`src/rtl/add_fn_arb_pkg.sv`:
```
// Shared types and constants for add_fn_arbiter.
// ADD_FN_ARB_OUT_REG_EN selects the registered-adder-output variant (adds state REG).
package add_fn_arb_pkg;

  typedef enum logic [1:0] {
    IDLE = 2'd0,
    EXEC = 2'd1,
    REG  = 2'd2,
    DONE = 2'd3
  } state_t;

  localparam int MAX_REQ             = 8;
  localparam int FLOAT_CONTROL_WIDTH = 1;

`ifdef ADD_FN_ARB_OUT_REG_EN
  localparam int ADD_FN_ARB_LATENCY = 3;
`else
  localparam int ADD_FN_ARB_LATENCY = 2;
`endif

  localparam logic [2:0] RM_NEAR_EVEN    = 3'd0;
  localparam logic [2:0] RM_MIN_MAG      = 3'd1;
  localparam logic [2:0] RM_MIN          = 3'd2;
  localparam logic [2:0] RM_MAX          = 3'd3;
  localparam logic [2:0] RM_NEAR_MAX_MAG = 3'd4;

endpackage

```
`src/rtl/addFN.sv`:
```
// Combinational IEEE-754 style adder/subtractor; flags are {invalid, infinite, overflow, underflow, inexact}.
// i_control[0] selects tininess detection after rounding (1) or before (0).
module addFN
  import add_fn_arb_pkg::*;
#(
  parameter int expWidth = 8,
  parameter int sigWidth = 24
) (
  input  logic [FLOAT_CONTROL_WIDTH-1:0] i_control,
  input  logic                           i_sub_op,
  input  logic [expWidth+sigWidth-1:0]   i_a,
  input  logic [expWidth+sigWidth-1:0]   i_b,
  input  logic [2:0]                     i_rounding_mode,
  output logic [expWidth+sigWidth-1:0]   o_out,
  output logic [4:0]                     o_exception_flags
);

  localparam int W  = expWidth + sigWidth;
  localparam int FW = sigWidth - 1;
  localparam int X  = sigWidth + 3;
  localparam int EW = expWidth + 1;
  localparam logic [expWidth-1:0] EXP_ONES = '1;

  function automatic int lzc(input logic [X-1:0] v);
    lzc = X;
    for (int i = 0; i < X; i++) if (v[i]) lzc = X - 1 - i;
  endfunction

  logic                w_sa, w_sb;
  logic [expWidth-1:0] w_ea, w_eb, w_ea_eff, w_eb_eff;
  logic [FW-1:0]       w_fa, w_fb;
  logic                w_nan_a, w_nan_b, w_inf_a, w_inf_b, w_snan, w_inf_inf;

  assign w_sa     = i_a[W-1];
  assign w_sb     = i_b[W-1] ^ i_sub_op;
  assign w_ea     = i_a[W-2 -: expWidth];
  assign w_eb     = i_b[W-2 -: expWidth];
  assign w_fa     = i_a[FW-1:0];
  assign w_fb     = i_b[FW-1:0];
  assign w_ea_eff = (w_ea == '0) ? expWidth'(1) : w_ea;
  assign w_eb_eff = (w_eb == '0) ? expWidth'(1) : w_eb;
  assign w_nan_a  = (w_ea == EXP_ONES) && (w_fa != '0);
  assign w_nan_b  = (w_eb == EXP_ONES) && (w_fb != '0);
  assign w_inf_a  = (w_ea == EXP_ONES) && (w_fa == '0);
  assign w_inf_b  = (w_eb == EXP_ONES) && (w_fb == '0);
  assign w_snan   = (w_nan_a && !w_fa[FW-1]) || (w_nan_b && !w_fb[FW-1]);
  assign w_inf_inf = w_inf_a && w_inf_b && (w_sa != w_sb);

  // Order operands by magnitude so the aligned subtraction never goes negative
  logic                w_swap, w_s_big, w_s_small;
  logic [expWidth-1:0] w_e_big, w_d;
  logic [sigWidth-1:0] w_m_big, w_m_small;

  assign w_swap    = (i_b[W-2:0] > i_a[W-2:0]);
  assign w_s_big   = w_swap ? w_sb : w_sa;
  assign w_s_small = w_swap ? w_sa : w_sb;
  assign w_e_big   = w_swap ? w_eb_eff : w_ea_eff;
  assign w_d       = w_swap ? (w_eb_eff - w_ea_eff) : (w_ea_eff - w_eb_eff);
  assign w_m_big   = w_swap ? {|w_eb, w_fb} : {|w_ea, w_fa};
  assign w_m_small = w_swap ? {|w_ea, w_fa} : {|w_eb, w_fb};

  logic [X-1:0]      w_big_ext, w_small_ext, w_small_al, w_norm;
  logic [2*X-1:0]    w_shift_wide;
  logic [X:0]        w_sum;
  logic [EW-1:0]     w_exp_n;
  logic [EW+FW-1:0]  w_packed;
  logic              w_sticky, w_eff_sub, w_up, w_inexact, w_tiny, w_ovf, w_ovf_max;
  logic              w_lsb, w_g, w_rs;
  int                w_lz, w_shl;

  always_comb begin
    w_big_ext    = {w_m_big, 3'b000};
    w_small_ext  = {w_m_small, 3'b000};
    w_shift_wide = {w_small_ext, {X{1'b0}}} >> w_d;
    w_sticky     = (int'(w_d) >= X) ? (|w_small_ext) : (|w_shift_wide[X-1:0]);
    w_small_al   = w_shift_wide[2*X-1 -: X] | {{(X-1){1'b0}}, w_sticky};
    w_eff_sub    = w_s_big ^ w_s_small;
    w_sum        = w_eff_sub ? ({1'b0, w_big_ext} - {1'b0, w_small_al})
                             : ({1'b0, w_big_ext} + {1'b0, w_small_al});
    w_lz         = lzc(w_sum[X-1:0]);
    w_shl        = 0;

    // Left shift stops at the minimum exponent, leaving a subnormal
    if (w_sum[X]) begin
      w_norm  = {w_sum[X:2], w_sum[1] | w_sum[0]};
      w_exp_n = {1'b0, w_e_big} + EW'(1);
    end else begin
      w_shl   = (w_lz < int'(w_e_big) - 1) ? w_lz : int'(w_e_big) - 1;
      w_norm  = w_sum[X-1:0] << w_shl;
      w_exp_n = w_norm[X-1] ? EW'(int'(w_e_big) - w_shl) : '0;
    end

    w_lsb     = w_norm[3];
    w_g       = w_norm[2];
    w_rs      = |w_norm[1:0];
    w_inexact = w_g | w_rs;
    case (i_rounding_mode)
      RM_MIN_MAG:      w_up = 1'b0;
      RM_MIN:          w_up = w_s_big & w_inexact;
      RM_MAX:          w_up = ~w_s_big & w_inexact;
      RM_NEAR_MAX_MAG: w_up = w_g;
      default:         w_up = w_g & (w_rs | w_lsb);
    endcase

    // Carry out of the fraction lands in the exponent field
    w_packed  = {w_exp_n, w_norm[X-2:3]} + (EW+FW)'(w_up);
    w_ovf     = (w_packed[EW+FW-1:FW] >= {1'b0, EXP_ONES});
    w_ovf_max = (i_rounding_mode == RM_MIN_MAG) ||
                ((i_rounding_mode == RM_MIN) && !w_s_big) ||
                ((i_rounding_mode == RM_MAX) && w_s_big);
    w_tiny    = i_control[0] ? (w_packed[EW+FW-1:FW] == '0) : (w_exp_n == '0);

    o_out             = {w_s_big, w_packed[EW+FW-2:0]};
    o_exception_flags = {3'b000, w_tiny & w_inexact, w_inexact};
    if (w_nan_a || w_nan_b || w_inf_inf) begin
      o_out             = {1'b0, EXP_ONES, 1'b1, {(FW-1){1'b0}}};
      o_exception_flags = {w_snan | w_inf_inf, 4'b0000};
    end else if (w_inf_a || w_inf_b) begin
      o_out             = {w_inf_a ? w_sa : w_sb, EXP_ONES, {FW{1'b0}}};
      o_exception_flags = '0;
    end else if (w_sum == '0) begin
      o_out             = {w_eff_sub ? (i_rounding_mode == RM_MIN) : w_s_big, {(W-1){1'b0}}};
      o_exception_flags = '0;
    end else if (w_ovf) begin
      o_out             = w_ovf_max ? {w_s_big, EXP_ONES - expWidth'(1), {FW{1'b1}}}
                                    : {w_s_big, EXP_ONES, {FW{1'b0}}};
      o_exception_flags = 5'b00101;
    end
  end

endmodule

```
`src/rtl/add_fn_arbiter_rr.sv`:
```
// Combinational round-robin picker: first set request at or after i_ptr, wrapping.
module rr_arbiter #(
  parameter int NUM_REQ = 2,
  parameter int IDXW    = 1
) (
  input  logic [NUM_REQ-1:0] i_req,
  input  logic [IDXW-1:0]    i_ptr,
  output logic [NUM_REQ-1:0] o_grant,
  output logic [IDXW-1:0]    o_grant_idx,
  output logic               o_valid
);

  always_comb begin
    o_grant     = '0;
    o_grant_idx = '0;
    o_valid     = 1'b0;
    for (int k = 0; k < NUM_REQ; k++) begin
      if (!o_valid && i_req[(int'(i_ptr) + k) % NUM_REQ]) begin
        o_valid                                   = 1'b1;
        o_grant[(int'(i_ptr) + k) % NUM_REQ]      = 1'b1;
        o_grant_idx = IDXW'((int'(i_ptr) + k) % NUM_REQ);
      end
    end
  end

endmodule

```
`src/rtl/add_fn_arbiter.sv`:
```
// Round-robin sequencer sharing one addFN between NUM_REQ go/done requesters.
// ADD_FN_ARB_OUT_REG_EN inserts REG between EXEC and DONE to register the raw adder output.
//
// state | meaning
// IDLE  | waiting; grants first go at/after rr_ptr and latches its operands
// EXEC  | adder evaluates latched operands; result captured
// REG   | (macro only) pipeline register copied to out
// DONE  | done pulse to granted requester; rr_ptr advances
module add_fn_arbiter
  import add_fn_arb_pkg::*;
#(
  parameter int expWidth = 8,
  parameter int sigWidth = 24,
  parameter int NUM_REQ  = 2
) (
  input  logic                                    clk,
  input  logic                                    reset,
  input  logic [FLOAT_CONTROL_WIDTH-1:0]          control,
  input  logic [NUM_REQ-1:0]                      go,
  input  logic [NUM_REQ-1:0]                      sub_op,
  input  logic [NUM_REQ*(expWidth+sigWidth)-1:0]  a,
  input  logic [NUM_REQ*(expWidth+sigWidth)-1:0]  b,
  input  logic [NUM_REQ*3-1:0]                    rounding_mode,
  output logic [NUM_REQ-1:0]                      done,
  output logic [expWidth+sigWidth-1:0]            out,
  output logic [4:0]                              exception_flags,
  output logic                                    busy
);

  localparam int W    = expWidth + sigWidth;
  localparam int IDXW = (NUM_REQ > 1) ? $clog2(NUM_REQ) : 1;

  state_t              r_state, w_next_state;
  logic [IDXW-1:0]     r_rr_ptr, r_grant_idx, w_grant_idx;
  logic [NUM_REQ-1:0]  r_grant, w_grant;
  logic                w_req_valid;
  logic [W-1:0]        r_op_a, r_op_b, r_out, w_add_out;
  logic                r_op_sub;
  logic [2:0]          r_op_rm;
  logic [4:0]          r_flags, w_add_flags;
`ifdef ADD_FN_ARB_OUT_REG_EN
  logic [W-1:0]        r_pipe_out;
  logic [4:0]          r_pipe_flags;
`endif

  rr_arbiter #(.NUM_REQ(NUM_REQ), .IDXW(IDXW)) u_rr (
    .i_req       (go),
    .i_ptr       (r_rr_ptr),
    .o_grant     (w_grant),
    .o_grant_idx (w_grant_idx),
    .o_valid     (w_req_valid)
  );

  addFN #(.expWidth(expWidth), .sigWidth(sigWidth)) u_add (
    .i_control         (control),
    .i_sub_op          (r_op_sub),
    .i_a               (r_op_a),
    .i_b               (r_op_b),
    .i_rounding_mode   (r_op_rm),
    .o_out             (w_add_out),
    .o_exception_flags (w_add_flags)
  );

  always_ff @(posedge clk) begin
    if (!reset) r_state <= IDLE;
    else        r_state <= w_next_state;
  end

  always_comb begin
    w_next_state = r_state;
    case (r_state)
      IDLE: if (w_req_valid) w_next_state = EXEC;
`ifdef ADD_FN_ARB_OUT_REG_EN
      EXEC: w_next_state = REG;
`else
      EXEC: w_next_state = DONE;
`endif
      REG:  w_next_state = DONE;
      DONE: w_next_state = IDLE;
      default: w_next_state = IDLE;
    endcase
  end

  always_ff @(posedge clk) begin
    if (!reset) begin
      r_rr_ptr     <= '0;
      r_grant_idx  <= '0;
      r_grant      <= '0;
      r_op_a       <= '0;
      r_op_b       <= '0;
      r_op_sub     <= 1'b0;
      r_op_rm      <= '0;
      r_out        <= '0;
      r_flags      <= '0;
`ifdef ADD_FN_ARB_OUT_REG_EN
      r_pipe_out   <= '0;
      r_pipe_flags <= '0;
`endif
    end else begin
      case (r_state)
        IDLE: if (w_req_valid) begin
          r_grant     <= w_grant;
          r_grant_idx <= w_grant_idx;
          r_op_a      <= a[int'(w_grant_idx)*W +: W];
          r_op_b      <= b[int'(w_grant_idx)*W +: W];
          r_op_sub    <= sub_op[w_grant_idx];
          r_op_rm     <= rounding_mode[int'(w_grant_idx)*3 +: 3];
        end
        EXEC: begin
`ifdef ADD_FN_ARB_OUT_REG_EN
          r_pipe_out   <= w_add_out;
          r_pipe_flags <= w_add_flags;
`else
          r_out        <= w_add_out;
          r_flags      <= w_add_flags;
`endif
        end
        REG: begin
`ifdef ADD_FN_ARB_OUT_REG_EN
          r_out   <= r_pipe_out;
          r_flags <= r_pipe_flags;
`endif
        end
        DONE: r_rr_ptr <= (int'(r_grant_idx) == NUM_REQ - 1) ? '0 : r_grant_idx + IDXW'(1);
        default: ;
      endcase
    end
  end

  assign done            = (r_state == DONE) ? r_grant : '0;
  assign busy            = (r_state != IDLE);
  assign out             = r_out;
  assign exception_flags = r_flags;

endmodule

```
`config.mk`:
```
export PLATFORM = sky130hd
export DESIGN_NAME = add_fn_arbiter
export DESIGN_NICKNAME = d
export VERILOG_FILES = /design/src/rtl/add_fn_arb_pkg.sv /design/src/rtl/addFN.sv /design/src/rtl/add_fn_arbiter_rr.sv /design/src/rtl/add_fn_arbiter.sv
export SDC_FILE = /design/constraint.sdc
export NUM_CORES = 1
export LEC_CHECK = 0
export BUFFER_PORTS_ARGS = -buffer_cell sky130_fd_sc_hd__buf_2
export CORE_ASPECT_RATIO = 2
export CORE_MARGIN = 8
export CORE_UTILIZATION = 55
export DETAILED_ROUTE_END_ITERATION = 8
export PLACE_DENSITY = 0.8
export RECOVER_POWER = 100
export SYNTH_ARGS = -nofsm -noshare
export SYNTH_HDL_FRONTEND = slang
export SYNTH_SLANG_ARGS = --single-unit
export TNS_END_PERCENT = 100
```
`constraint.sdc`:
```
create_clock -name clk -period 16.4 [get_ports clk]
set_input_delay 0.82 -clock clk [delete_from_list [all_inputs] [get_ports clk]]
set_output_delay 0.82 -clock clk [all_outputs]
set_load 0.005 [all_outputs]
```
==> results.yml, run 1 <==
yosys:
  syn_inst: 2512
  synth_compound_area_share_pct: 31.5
  yosys.area_share.adder_pct: 8.19
  synth-async-reset-ratio_pct: 0
  synth_area_sq_um: 17800
  synth_top_family_by_area: "compound AO/OA/AOI/OAI gates"
  avgSynthCellArea_sq_um: 7.09
  yosys_warnings: 0
  yosys.area_share.simple_pct: 24.2
  synth_area_leaders: "dfxtp_1, mux2i_1, ha_1, nor2_1, a21oi_1"
  ys_seq_area_share_pct: 12.4
  yosys.area_share.xor_xnor_pct: 4.18
  ys_types: 117
  synth_edf_count: 0
  muxShareOfSynthArea_pct: 12.3
  synth_flop_cell: "dfxtp_1"
  synth_area_leader_cell: "dfxtp_1"
  synth_top_area_share_pct: 12.4
  ys_seq_elements: 110
place:
  placed_cell_area_sq_um: 20700
  placed_cells: 3233
  io_buffer_count: 179
  dp.final_hpwl_um: 76400
  place_congestion: 1.23
clock_tree:
  ctsHoldBuffers: 0
  cts_resized: 0
  cts_buffer_depth: 2
  ctsHtreeMaxLevel: 3
  cts-root-buf: "clkbuf_16"
  post-cts-setup-buffer-count: 0
  cts.sinks: 110
  cts_buffers: 9
outcome:
  outcome: "stopped before the end"
  stop_error: "[ERROR GRT-0116] Global routing finished with congestion. Check the congestion regions in the DRC Viewer."
  failing_step: "global routing (5_1_grt)"
floorplanning:
  die_w_um: 143
  fp-row-count: 93
  start_util_pct: 55.6
  io_pins: 181
  die_h_um: 270
global_routing:
  grt_overflow: 151
  grt_usage_pct: 57.4
  grt_pass1_vias: 25700
  grt_max_degree: 91
  grt_pass1_wl_um: 170000
## cells in the mapped netlist, drive strengths merged (18+ instances only)
cell type,number
mux4,23
and3,18
clkbuf,115
xnor2,51
a21oi,173
nand3,71
dfxtp,110
nor2,280
nand4,37
nand2,229
ha,111
nor3,80
a22oi,21
nor2b,20
mux2i,144
a211oi,114
o21ai,157
nor4,34
a31oi,26
o211ai,39
mux2,20
nand2b,24
xor2,34
and2,20
o21a,18
a221o,21
inv,144
a21o,32
buf,58
## metrics by stage
stage | hold slack (ns) | setup slack [ns]
floorplan | 0.432 | 2.22
CTS | 0.465 | 0.717
global placement | 0.433 | 0.988
detailed placement | 0.443 | 0.804
## routing by layer
| layer | GRT overflow | GRT usage, % |
|---|---|---|
| met2 | 76 | 84.0 |
| met3 | 2 | 32.1 |
| met1 | 0 | 51.8 |
| met4 | 73 | 64.3 |
| met5 | 0 | 3.37 |
## cell families after synthesis
group           Yosys count
compound gates          801
xor+xnor                 85
fa+ha+maj               116
buf+inv                 318
flops                   110
mux                     187
other cells               2
simple gates            893
==> run 2: changes to the inputs <==
CORE_ASPECT_RATIO = default   (was 2)
CORE_UTILIZATION = 40   (was 55)
PLACE_DENSITY = default   (was 0.8)
PLACE_DENSITY_LB_ADDON = 0.15   (was default)
==> results.yml, run 2 <==
floorplanning:
  dieArea_sq_um: 51500
  die_h_um: 227
  start_util_pct: 40.3
  io_pins: 181
  core_region_area_sq_um: 44100
  fp-row-count: 77
  die_w_um: 227
yosys:
  synth_flop_cell: "dfxtp_1"
  ys_types: 117
  synth_area_leader_cell: "dfxtp_1"
  synth_edf_count: 0
  syn_inst: 2512
  synth_common_cells: "nor2_1, nand2_1, a21oi_1"
  synth_top_area_share_pct: 12.4
  ys_seq_area_share_pct: 12.4
  synth-async-reset-ratio_pct: 0
  synth_most_common_cell: "nor2_1"
  synth_area_leaders: "dfxtp_1, mux2i_1, ha_1, nor2_1, a21oi_1"
  synth_area_sq_um: 17800
  avgSynthCellArea_sq_um: 7.09
  yosys_warnings: 0
  ys_seq_elements: 110
finish:
  layout_common_cells: "nor2_1, nand2_1, buf_4, a21oi_1, buf_2"
  synthToLayoutAreaGrowth_pct: 14.6
  drive_above_1_share_pct: 16.8
  layout.nets: 2960
  diodes: 0
  layout_commonest_cell: "nor2_1"
run:
  cap_violations: 1
setup_path:
  slowest_delay_ns: 0.61
  cp.arrival_ns: 15.57
  crit_type: "flip-flop to flip-flop"
  r2r_cells: 58
  r2r-start: "r_op_a[26]"
  path_common_cell: "a21oi_1"
  cp.buffers_inverters: 5
  crit_fanout: 16
  rr_endpoint: "out[7]"
  cp_top_family: "compound AO/OA/AOI/OAI gates"
  crit_slowest_cell: "dfxtp_1"
  setup.worst_path.start_class: "flip-flop"
  end_kind: "flip-flop"
  crit_required_ns: 16.68
  reg2reg_slack_ns: 1.11
routing:
  dr.pass1.iters: 6
  route.detailed.wl_per_inst_um: 23.4
  dr.first_iter.drc_count: 2304
  drt_wl_total_um: 77300
  vias_per_cell: 6.29
  postRouteAntennaNets: 0
  drc: 0
  num_vias: 20800
timing:
  post-route-period-util_pct: 93.2
  fin_crit_ns: 15.29
  fmax_mhz: 65.4
  setup_viol: 0
  rsz0062_at_grt: "false"
  hold_violations: 0
  tns_ns: 0
  relSlewSlack_pct: -141
  slew_viol_final: 81
  worst_pin_slew_ns: 3.61
  skew_ns: 0.0107
global_routing:
  grt_pass1_wl_um: 118000
  grt_pass1_vias: 19800
  antenna_found_initial: 0
  grt_overflow: 0
  grt_max_degree: 109
  grt_usage_pct: 29.1
outcome:
  outcome: "finished with violations"
  violations: "max-capacitance violations, max-slew violations"
clock_tree:
  clk_latency_ns: 0.39
  ctsHtreeMaxLevel: 3
  cts-root-buf: "clkbuf_16"
  cts.sinks: 110
  cts_buffer_depth: 2
  clk_pin_slew_ns: 0.08
  cts_tree: "yes"
  cts_buffers: 9
  ctsHoldBuffers: 0
hold_path:
  worst_hold_startpoint: "exception_flags[0]"
  hold_path.class: "flip-flop to flip-flop"
  hold_depth: 1
  hold_path_end: "exception_flags[0]"
place:
  dp.final_hpwl_um: 63000
  place_congestion: 1.02
  io_buffer_count: 179
==> run 2: cell counts after synthesis <==
Identical to the previous run, type by type.
==> run 2: routing by layer <==
| metal | vias to the layer above | global-route usage [%] | share of wire, % |
|---|---|---|---|
| li1 | 9777 | - | - |
| met1 | 9803 | 37.9 | 43 |
| met2 | 974 | 47.1 | 45 |
| met3 | 207 | 3.62 | 6.5 |
| met4 | 0 | 14.5 | 5.3 |
| met5 | - | 0 | 0 |
==> run 2: repair_timing <==
item,CTS,global route
endpoints found under the hold margin,0,0
gates resized for setup,0,11
setup endpoints to repair,0,32
setup buffers,0,0
==> run 2: per-stage QoR <==
stage	setup WS (ns)	area, sq um	hold slack, ns	instances	utilization [%]
2_1_floorplan	2.22	17800	0.432	2513	-
3_3_place_gp	1.20	20100	0.430	3287	45.6
3_5_place_dp	1.05	20100	0.436	3287	45.6
4_1_cts	0.976	20400	0.453	3303	46.2
5_1_grt	0.0380	20400	0.477	3303	46.2
6_report	1.11	20400	0.455	3303	46.2
==> run 2: cell type report <==
type	count	area (sq um)
timing repair buffer	355	2200
inverter	145	547
clock buffer	9	225
fill	4629	23700
clock inverter	7	66.3
multi-input combinational	2085	14400
sequential	110	2200
tap	592	741
==> run 2: cells by family after synthesis <==
group	Yosys count	synth area share, %
buffers and inverters	318	7.25
muxes	187	12.3
other	2	0.0422
AOI/OAI and AO/OA	801	31.5
xor gates and xnor gates	85	4.18
adders and majority gates	116	8.19
and+or+nand+nor	893	24.2
DFF	110	12.4
==> run 2: worst max-delay path by stage <==
stage	startpoint	to	slack (ns)	depth (start not counted)
6_report	r_op_a[26]	out[7]	1.11	58
5_1_grt	r_op_a[26]	out[6]	0.04	60
4_1_cts	r_op_b[28]	out[6]	0.98	62
3_5_place_dp	r_op_b[28]	out[17]	1.05	62
3_3_place_gp	r_op_b[28]	out[16]	1.20	62
2_1_floorplan	r_op_a[26]	out[19]	2.22	67
Power of run 2 is left out: the tool's default activity adds up to more than one toggle a clock period on the data nets, which glitch-free logic cannot reach.
==> run 3: changes to the inputs <==
CORE_ASPECT_RATIO = 0.6   (was default)
==> results.yml, run 3 (same netlist as run 2, synthesis figures left out) <==
outcome:
  outcome: "finished with violations"
  violations: "max-capacitance violations, max-slew violations"
clock_tree:
  cts.sinks: 110
  cts_buffer_depth: 2
  ctsHoldBuffers: 0
  cts_buffers: 9
  cts-root-buf: "clkbuf_16"
  ctsHtreeMaxLevel: 3
  cts_tree: "yes"
  clk_pin_slew_ns: 0.09
  clk_latency_ns: 0.38
timing:
  post-route-period-util_pct: 96.1
  fmax_mhz: 63.4
  skew_ns: 0.0132
  setup_viol: 0
  fin_crit_ns: 15.77
  relSlewSlack_pct: -134
  worst_pin_slew_ns: 3.52
  rsz0062_at_grt: "false"
  slew_viol_final: 78
  tns_ns: 0
  fin_ws_ns: 0.632
  hold_violations: 0
place:
  place_ws_ns: 0.842
  dp.final_hpwl_um: 75300
  placed_cell_area_sq_um: 21000
  io_buffer_count: 179
  place_congestion: 1.05
global_routing:
  grt_max_degree: 84
  grt_overflow: 0
  antenna_found_initial: 1
  grt_pass1_wl_um: 132000
  grt_usage_pct: 33.3
  grt_pass1_vias: 20100
hold_path:
  hold_depth: 2
  hold_path.class: "flip-flop to flip-flop"
  worst_hold_startpoint: "r_grant_idx"
routing:
  dr.pass1.iters: 6
  vias_per_cell: 6.44
  drt_wl_total_um: 90200
  dr.first_iter.drc_count: 3261
  route.detailed.wl_per_inst_um: 26.4
  postRouteAntennaNets: 0
  num_vias: 22000
  drc: 0
finish:
  diodes: 0
  synthToLayoutAreaGrowth_pct: 19.6
  drive_above_1_share_pct: 20.6
  final_area_sq_um: 21300
  num-fill-cells: 4553
  layout_commonest_cell: "buf_4"
  layout.nets: 3076
  layout_common_cells: "buf_4, nor2_1, nand2_1, a21oi_1, buf_2"
setup_path:
  crit_required_ns: 16.68
  r2r_cells: 58
  setup.worst_path.start_class: "flip-flop"
  endpoint: "out[7]"
  crit_slowest_cell: "ha_2"
  startpoint: "r_op_b[28]"
  slowest_delay_ns: 0.85
  crit_fanout: 26
  r2r-start: "r_op_b[28]"
  crit_type: "flip-flop to flip-flop"
  cp.arrival_ns: 16.04
  reg2reg_slack_ns: 0.63
  rr_endpoint: "out[7]"
  end_kind: "flip-flop"
run:
  cap_violations: 1
floorplanning:
  core_region_area_sq_um: 44400
  fp-row-count: 60
  dieArea_sq_um: 51700
  io_pins: 181
  die_w_um: 288
  start_util_pct: 40.1
  die_h_um: 179
==> run 3: cell type report <==
cell class	count	area, sq um	area share [%]
tap	589	737	3.46
multi-input combinational	2085	14400	67.7
clock inverter	6	80.1	0.376
sequential	110	2200	10.3
inverter	145	547	2.57
clock buffer	10	229	1.08
timing repair buffer	471	3080	14.5
==> run 3: worst min path at each step <==
stage / endpoint / slack (ns)
4_1_cts: r_grant_idx / 0.46
6_report: r_grant_idx / 0.46
5_1_grt: r_grant_idx / 0.49
3_3_place_gp: exception_flags[0] / 0.43
3_5_place_dp: r_grant[1] / 0.45
2_1_floorplan: r_grant[1] / 0.43
==> run 3: metrics by stage <==
stage	util, %	hold slack (ns)	cells
global placement	47.3	0.433	3398
detailed placement	47.3	0.448	3398
finish	48.0	0.457	3416
global route	48.0	0.488	3416
floorplan	-	0.432	2513
CTS	48.0	0.462	3414
==> run 3: worst max-delay path, delay by kind of cell, from the launching register on <==
family          cells  cell delay, ns
compound gates     27            6.88
xor+xnor            2            0.41
fa+ha+maj           4            1.71
buf+inv             8            1.14
flops               1            0.44
mux                 1            0.65
simple gates       16            4.37
==> run 3: timing repair <==
action,4_1_cts,5_1_grt
resized for setup,0,9
setup endpoints to repair,0,34
setup buffers,0,2
==> run 3: routing by layer <==
layer	up-vias	global-route usage [%]	routed length, um
li1	10000	-	-
met1	10400	53.5	44400
met2	1458	37.2	29600
met3	70	17.6	15400
met4	4	3.45	658
met5	-	1.25	162
Power of run 3 is left out for the same reason.
